`src/rtl/riscv_ifetch_pkg.sv`:
```
// Shared definitions for the instruction-fetch stage: default widths, reset PC,
// FSM state encodings and the canonical NOP word.
package riscv_ifetch_pkg;

  localparam int unsigned BW_DATA_DEF  = 32;
  localparam int unsigned BW_ADDR_DEF  = 32;
  localparam logic [31:0] RESET_PC_DEF = 32'h0000_0000;
  localparam logic [31:0] NOP_INSTR    = 32'h0000_0013;

  typedef enum logic [1:0] {
    IFETCH_IDLE  = 2'd0,
    IFETCH_REQ   = 2'd1,
    IFETCH_WAIT  = 2'd2,
    IFETCH_DRAIN = 2'd3
  } ifetch_state_e;

endpackage

```
`src/rtl/riscv_ifetch_buf.sv`:
```
// Two-entry FIFO holding {instr, pc} pairs between instruction memory and decode.
// Flush empties it; stored words keep their old values since they are don't-care when empty.
module riscv_ifetch_buf #(
  parameter int unsigned W = 64
) (
  input  logic         clk,
  input  logic         rst_n,
  input  logic         push,
  input  logic         pop,
  input  logic         flush,
  input  logic [W-1:0] wdata,
  output logic [W-1:0] rdata,
  output logic [1:0]   count
);

  logic [W-1:0] mem [2];
  logic         wr_ptr;
  logic         rd_ptr;

  always_ff @(posedge clk or negedge rst_n) begin
    if (!rst_n) begin
      mem[0] <= '0;
      mem[1] <= '0;
      wr_ptr <= 1'b0;
      rd_ptr <= 1'b0;
      count  <= 2'd0;
    end else if (flush) begin
      wr_ptr <= 1'b0;
      rd_ptr <= 1'b0;
      count  <= 2'd0;
    end else begin
      if (push) begin
        mem[wr_ptr] <= wdata;
        wr_ptr      <= ~wr_ptr;
      end
      if (pop) rd_ptr <= ~rd_ptr;
      case ({push, pop})
        2'b10:   count <= count + 2'd1;
        2'b01:   count <= count - 2'd1;
        default: count <= count;
      endcase
    end
  end

  assign rdata = mem[rd_ptr];

endmodule

```
`src/rtl/riscv_ifetch.sv`:
```
// Instruction-fetch stage: owns the PC, issues one word fetch at a time over req/gnt/rvalid,
// and queues {instr, pc} for decode. A taken redirect flushes everything in flight.
//
// state        | meaning
// IFETCH_IDLE  | first cycle after reset release, no request
// IFETCH_REQ   | request pc_q when the buffer has credit
// IFETCH_WAIT  | one request granted, response will be pushed
// IFETCH_DRAIN | one request granted but redirected, response will be dropped
module riscv_ifetch
  import riscv_ifetch_pkg::*;
#(
  parameter int unsigned        BW_DATA  = BW_DATA_DEF,
  parameter int unsigned        BW_ADDR  = BW_ADDR_DEF,
  parameter logic [BW_ADDR-1:0] RESET_PC = BW_ADDR'(RESET_PC_DEF)
) (
  input  logic               i_clk,
  input  logic               i_rstn,
  output logic               o_imem_req,
  output logic [BW_ADDR-1:0] o_imem_addr,
  input  logic               i_imem_gnt,
  input  logic               i_imem_rvalid,
  input  logic [BW_DATA-1:0] i_imem_rdata,
  input  logic               i_redirect,
  input  logic [BW_ADDR-1:0] i_redirect_pc,
  output logic               o_instr_valid,
  input  logic               i_instr_ready,
  output logic [BW_DATA-1:0] o_instr,
  output logic [BW_ADDR-1:0] o_instr_pc,
  output logic [BW_ADDR-1:0] o_instr_pc4
);

  ifetch_state_e              state;
  logic [BW_ADDR-1:0]         pc_q;
  logic [BW_ADDR-1:0]         req_pc_q;
  logic [BW_ADDR-1:0]         redirect_pc;
  logic [1:0]                 buf_count;
  logic                       outstanding;
  logic                       credit;
  logic                       fire;
  logic                       push;
  logic                       pop;
  logic [BW_DATA+BW_ADDR-1:0] head;

  // At most one request is ever in flight, so it plus buffered entries must fit in two slots.
  assign outstanding = (state == IFETCH_WAIT) || (state == IFETCH_DRAIN);
  assign credit      = ({1'b0, buf_count} + {2'b00, outstanding}) < 3'd2;
  assign o_imem_req  = (state == IFETCH_REQ) && credit;
  assign o_imem_addr = pc_q;
  assign fire        = o_imem_req && i_imem_gnt;
  assign push        = (state == IFETCH_WAIT) && i_imem_rvalid && !i_redirect;
  assign pop         = o_instr_valid && i_instr_ready;
  assign redirect_pc = i_redirect_pc & ~BW_ADDR'(3);

  always_ff @(posedge i_clk or negedge i_rstn) begin
    if (!i_rstn) begin
      state    <= IFETCH_IDLE;
      pc_q     <= RESET_PC;
      req_pc_q <= RESET_PC;
    end else begin
      if (fire) begin
        pc_q     <= pc_q + BW_ADDR'(4);
        req_pc_q <= pc_q;
      end
      if (i_redirect) pc_q <= redirect_pc;
      unique case (state)
        IFETCH_IDLE:  state <= IFETCH_REQ;
        IFETCH_REQ:   if (fire) state <= i_redirect ? IFETCH_DRAIN : IFETCH_WAIT;
        // A response arriving with a redirect is simply not pushed; nothing is left in flight.
        IFETCH_WAIT:  if (i_imem_rvalid) state <= IFETCH_REQ;
                      else if (i_redirect) state <= IFETCH_DRAIN;
        IFETCH_DRAIN: if (i_imem_rvalid) state <= IFETCH_REQ;
        default:      state <= IFETCH_IDLE;
      endcase
    end
  end

  riscv_ifetch_buf #(.W(BW_DATA + BW_ADDR)) u_buf (
    .clk   (i_clk),
    .rst_n (i_rstn),
    .push  (push),
    .pop   (pop),
    .flush (i_redirect),
    .wdata ({i_imem_rdata, req_pc_q}),
    .rdata (head),
    .count (buf_count)
  );

  assign o_instr_valid       = (buf_count != 2'd0);
  assign {o_instr, o_instr_pc} = head;
  assign o_instr_pc4         = o_instr_pc + BW_ADDR'(4);

endmodule
```
`config.mk`:
```
export PLATFORM = sky130hd
export DESIGN_NAME = riscv_ifetch
export DESIGN_NICKNAME = d
export VERILOG_FILES = /design/src/rtl/riscv_ifetch_pkg.sv /design/src/rtl/riscv_ifetch_buf.sv /design/src/rtl/riscv_ifetch.sv
export SDC_FILE = /design/constraint.sdc
export NUM_CORES = 1
export LEC_CHECK = 0
export CORE_UTILIZATION = 45
export CTS_BUF_LIST = sky130_fd_sc_hd__clkbuf_4 sky130_fd_sc_hd__clkbuf_8
export DETAILED_ROUTE_END_ITERATION = 7
export PLACE_DENSITY = 0.82
export SLEW_MARGIN = 20
export SYNTH_ARGS = -nofsm -noshare
export SYNTH_HDL_FRONTEND = slang
export SYNTH_HIERARCHICAL = 1
export SYNTH_SLANG_ARGS = --single-unit
```
`constraint.sdc`:
```
create_clock -name i_clk -period 4.8 [get_ports i_clk]
set_input_delay 0.72 -clock i_clk [delete_from_list [all_inputs] [get_ports i_clk]]
set_output_delay 0.72 -clock i_clk [all_outputs]
set_load 0.005 [all_outputs]
```
After elaboration in Yosys (flattened, before gate mapping)

Cells that the tools add are included.

Register bits after elaboration: 198
Latch bits: 0
Memory bits (writable): 0
Memory bits (read-only): 0
Input bits: 70
Output and inout bits: 130
Logic and storage cells: 66
Memories: 0

Add/sub/neg operators: 5
Multiply operators: 0
Div/mod/pow operators: 0
Order comparisons: 4
Eq/ne operators: 8
Shift operators: 0
Mux-type cells: 20
Bitwise operators: 5
Reductions and logical operators: 16

Operator list:

| cell                                                                         | number |
|---|---|
| 64-bit two-way mux                                                           | 4 |
| 128-bit bitwise mux                                                          | 1 |
| 32-bit by 3-bit adder with 32-bit output, second input constant              | 2 |
| 64-bit demux with 1-bit select                                               | 1 |
| 32-bit two-way mux                                                           | 2 |
| 2-bit two-way mux                                                            | 5 |
| 2-bit one-hot mux with 4 select lines                                        | 1 |
| 2-bit nonzero test                                                           | 4 |
| 2-bit equality test, second input constant                                   | 3 |
| 1-bit logical AND                                                            | 6 |
| 1-bit two-way mux                                                            | 5 |
| 2-bit by 1-bit equality test with 1-bit output, second input constant        | 2 |
| 2-bit >= comparator, second input constant                                   | 2 |
| 2-bit != test, second input constant                                         | 2 |
| 1-bit inverter with 2-bit output                                             | 2 |
| 2-bit one-hot mux with 2 select lines                                        | 1 |
| 2-bit by 1-bit adder with 3-bit output                                       | 1 |
| 3-bit by 2-bit less-than comparator with 1-bit output, second input constant | 1 |
| 3-bit != test, second input constant                                         | 1 |
| 1-bit inverter                                                               | 3 |
| 3-bit AND reduction                                                          | 1 |
| 3-bit nonzero test                                                           | 1 |
| 2-bit by 1-bit adder with 2-bit output, second input constant                | 1 |
| 2-bit zero test                                                              | 1 |
| 5 further kinds                                                              | 5 |

Depth between registers and ports, before layout

Word-level depth: 8
Gate-level depth with buffers: 8
Gate-level depth less buffers: 7

Modules after synthesis

Netlist, hierarchy kept.

By module, submodules not included:

| module           | instances | cells an instance | area each (um^2) | seq. area each (um^2) |
|---|---|---|---|---|
| riscv_ifetch_buf | 1         | 359               | 6033.3           | 3303.2 |
| riscv_ifetch     | 1         | 363               | 3562.2           | 1551.5 |

Least setup slack after synthesis

No wires, ideal clock.

Kind: reg-to-output
From: register u_buf.rd_ptr
To: output o_instr_pc4[26]
Data arrival time: 2.105 ns
Required time: 4.080 ns
Path slack: 1.975 ns
Stages on the path, launching flop included: 9
Buffers on the path: 2
Cell sequence: dfrtp_1 -> buf_2 -> buf_2 -> mux2_2 -> and3_1 -> nand4_1 -> nor4_1 -> nand2_1 -> xnor2_1

Word-level cells in the longest chain between the ends: 5

RTL lines:

| what                                                   | line                   | RTL |
|---|---|---|
| from (decl)                                            | riscv_ifetch_buf.sv:18 | `logic rd_ptr;` |
| from (signal assigned)                                 | riscv_ifetch_buf.sv:36 | `if (pop) rd_ptr <= ~rd_ptr;` |
| 1-bit inverter with 2-bit output (not written as such) | riscv_ifetch_buf.sv:45 | `assign rdata = mem[rd_ptr];` |
| 64-bit two-way mux (not written as such) (3 in series) | riscv_ifetch_buf.sv:45 |  |
| net o_instr_pc[7]                                      | riscv_ifetch.sv:28     | `output logic [BW_ADDR-1:0] o_instr_pc,` |
| 32-bit by 3-bit adder with 32-bit output               | riscv_ifetch.sv:90     | `assign o_instr_pc4 = o_instr_pc + BW_ADDR'(4);` |
| to (decl)                                              | riscv_ifetch.sv:29     | `output logic [BW_ADDR-1:0] o_instr_pc4` |

The timed path passes the listed nets, and every way through them passes these cells. The select of a mux whose other input is x is not followed.

Worst setup path after layout

From: register u_buf.rd_ptr
To: output o_instr_pc4[28]

Word-level cells in the longest chain between the ends: 5

RTL lines:

| what                                                   | line |
|---|---|
| 1-bit inverter with 2-bit output (not written as such) | riscv_ifetch_buf.sv:45 |
| 64-bit two-way mux (not written as such) (3 in series) | riscv_ifetch_buf.sv:45 |
| 32-bit by 3-bit adder with 32-bit output               | riscv_ifetch.sv:90 |

Every way passes these cells. The select of a mux whose other input is x is not followed.

==> summary.txt <==
Drt
  – DRC errors left: 0
  – ANT nets after route: 0
  – Routed vias: roughly 6200
  – Drt first pass iters: 4
  – WL final: about 21000 microns
  – Starting DRT DRC Count: between 200 and 300
  – DR vias/cell: between 5 and 6
  – Per-cell routed wire length: between 15 and 20 microns

Synth
  – Most common cell in the netlist: dfrtp_1
  – Sequential area share after synthesis: 0.506
  – Area contributors post-synth: dfrtp_1 (51%), mux2_2 (19%), mux2_4 (9.4%)
  – Cell variety after synth: between 40 and 50
  – Ys async rst share: 1.00
  – Synth area leader: dfrtp_1
  – EDFF count, synth: 0
  – FF+latch count, synth: roughly 190
  – Yosys synthesis warning count: 6
  – Cell area after synthesis: between 0.009 and 0.01 sq mm
  – Synth top area share: 0.506
  – Post-synth top cells: dfrtp_1 (194), mux2_2 (163), mux2_4 (60)
  – Post-Syn Instances: slightly above 700
  – Ys flop type: dfrtp_1
  – Syn_area_per_cell: between 10 and 15 sq um

Critical path
  – Crit Path Category: reg2out
  – Crit path largest cell delay: around 630 ps
  – Peak fanout along the critical path: 21
  – Most used cell, CP: buf_4
  – Slowest cell on the critical path: nor4_1
  – CP cell instances: buf_4 -> buf_4 -> mux2_2 -> nand3_1 -> nor4_1 -> nand2_1 -> xnor2_1 -> clkdlybuf4s50_1
  – Critical path buffer and inverter count: 3
  – Crit path from: u_buf/rd_ptr$_DFFE_PN0P_
  – CP Capture Type: output port
  – Critical Path AT: 3680 ps
  – Worst r2r src: state[1]$_DFFE_PN0P_
  – Reg2Reg Setup Slack: 2280 ps
  – CP Launch Type: register
  – CP required: a little over 4000 ps
  – CP top delay family: buffers and inverters

Final layout
  – Post-route insts no fill: 1200
  – # diodes: 0
  – Layout cells sized above 1: 0.301
  – Nets: a little under 1000
  – Design area: approximately 0.012 sq mm
  – Syn-to-layout area delta: 25.9%

Global route
  – Met2 usage: 0.318
  – Antenna violations before repair: 0
  – Vias in the first global route: about 6200
  – Gr ovfl total: 0
  – Met3 usage: 0.0324
  – Met1 usage: 0.280
  – Largest net degree at the start of global routing: 89
  – First-pass GRT wire length: between 30000 and 40000 microns
  – GR peak layer: met2
  – GR Util All Layers: 0.200

CTS
  – CTS Buffer Depth: 2
  – H-tree depth: 4
  – Clock Latency Late Sink: approximately 460 ps
  – CTS Buf Count: 17
  – CTS tree: done
  – Postcts setup bufs: 0
  – CTS Hold Buffers Added: 0
  – Post-CTS resize count: 0
  – Clock Tree Root: clkbuf_8
  – Clock transition at the registers of the reported paths: roughly 100 ps
  – CTS sink cnt: between 150 and 200

Power
  – Leak: ~5.4 nW
  – Pwr Density: between 500 and 600 mW/mm^2
  – Power, Total: ~0.006 W
  – Peak VDD IR: 0.202 mV

Place
  – HPWL after detailed placement: approximately 15000 microns
  – Placed Area: 0.0117 sq mm
  – Placed cells: around 1200
  – GP Congestion: just under 0.8
  – Port Buffers: 195

Timing
  – Final Critical Period: ~4400 ps
  – Endpoints failing setup: 0
  – Final hold vios: 0
  – Fin Hold WS: approximately 280 ps
  – Unrepaired setup endpoints after global routing: false
  – Max Slew Vio Count: 0
  – Achievable Freq: between 0.2 and 0.25 GHz
  – Setup TNS: 0 ps
  – Rel. slew slack: 0.295
  – Final period util: 0.917
  – Worst Skew: around 12 ps
  – Worst Tran Pin Value: approximately 1100 ps

Floorplanning
  – Initial Util: 0.458
  – FP Rows: between 50 and 60
  – Die Ht: 148 microns
  – Die area: approximately 0.022 sq mm
  – Num ports: 200
  – Die X: 148 microns
  – Core area: between 0.02 and 0.025 sq mm

Worst hold path
  – Hold Crit Class: in2async

Run
  – Max-cap violations: 0

Status
  – Run status: complete, no violations
==> worst reg2reg max path, stage by stage, from the launching register on <==
cell and delay [ps]:
dfrtp_1 450, inv_1 80, ha_1 230, nand2b_1 140, nor3b_2 850, nand3_4 150
or3_1 360, a31oi_1 190
==> cell type report <==
class	instances	area (sq um)
clock inverters	10	121
well taps	275	344
repair buffers	205	2040
multi-input cells	487	4400
inverters	7	26.3
fillers	1739	8880
flip-flops and latches	194	4860
clock buffers	22	290
==> state kept, by name (all words and copies together) (netlist names) <==
signal / cells
u_buf/rd_ptr: 1
o_imem_addr: 30
req_pc_q: 30
state: 2
u_buf/mem: 128
u_buf/count: 2
u_buf/wr_ptr: 1
==> cell families (layout without fill, tap and decap cells) <==
logic type | after synthesis | after routing | share of synthesized area
compound gates | 38 | 38 | 0.0207
xor+xnor | 59 | 59 | 0.0539
fa+ha+maj | 5 | 5 | 0.00652
buf+inv | 46 | 244 | 0.0381
flops | 194 | 194 | 0.506
mux | 225 | 225 | 0.287
other cells | 1 | 6 | 0.000391
simple gates | 154 | 154 | 0.0872
==> worst paths after layout <==
kind	to	cells past startpoint
max	o_instr_pc4[28]	8
min	u_buf/mem[100]$_DFFE_PN0P_	1
max reg2reg	o_imem_addr[25]$_DFFE_PN0P_	7
min reg2reg	u_buf/mem[31]$_DFFE_PN0P_	1
max in group asynchronous	u_buf/mem[44]$_DFFE_PN0P_	2
min in group i_clk	u_buf/mem[31]$_DFFE_PN0P_	1
==> metal layers <==
| metal | routed length (microns) | part of all wire |
|---|---|---|
| met5 | 0 | 0 |
| met3 | 917 | 0.043 |
| met2 | 9980 | 0.47 |
| met4 | 333 | 0.016 |
| met1 | 10200 | 0.47 |
==> metrics by stage <==
| stage | setup WS (ps) | utilization |
|---|---|---|
| global placement | 818 | 0.557 |
| floorplan | 1970 | - |
| detailed placement | 816 | 0.557 |
| CTS | 293 | 0.576 |
| global route | 110 | 0.576 |
| finish | 398 | 0.576 |
==> cell usage in the layout, fill, tap and decap left out, types with 2 or more instances in the layout <==
cell type          n
a21oi_1            4
and2_1             4
and3_1            10
and4_1             3
buf_4              9
bufinv_16          2
clkbuf_4           2
clkbuf_8          21
clkdlybuf4s50_1  193
clkinv_2           2
conb_1             6
dfrtp_1          193
ha_1               5
inv_1              7
inv_6              4
mux2_2           163
mux2_4            60
mux2i_1            2
nand2_1           53
nand3_1           22
nand4_1           19
nand4b_1           2
nor2_1            13
nor3_1             9
nor3b_1            2
nor3b_2            2
nor4_1             3
o21ai_0           31
or2_2              2
xnor2_1           27
xor2_1            32
==> power by group <==
| group | internal, W | switching, W | total, W |
|---|---|---|---|
| Combinational | 0.00166 | 0.000921 | 0.00258 |
| Sequential | 0.00205 | 0.000346 | 0.00240 |
| Clock | 0.000523 | 0.000578 | 0.00110 |
Power figures use the tool's default switching activity.
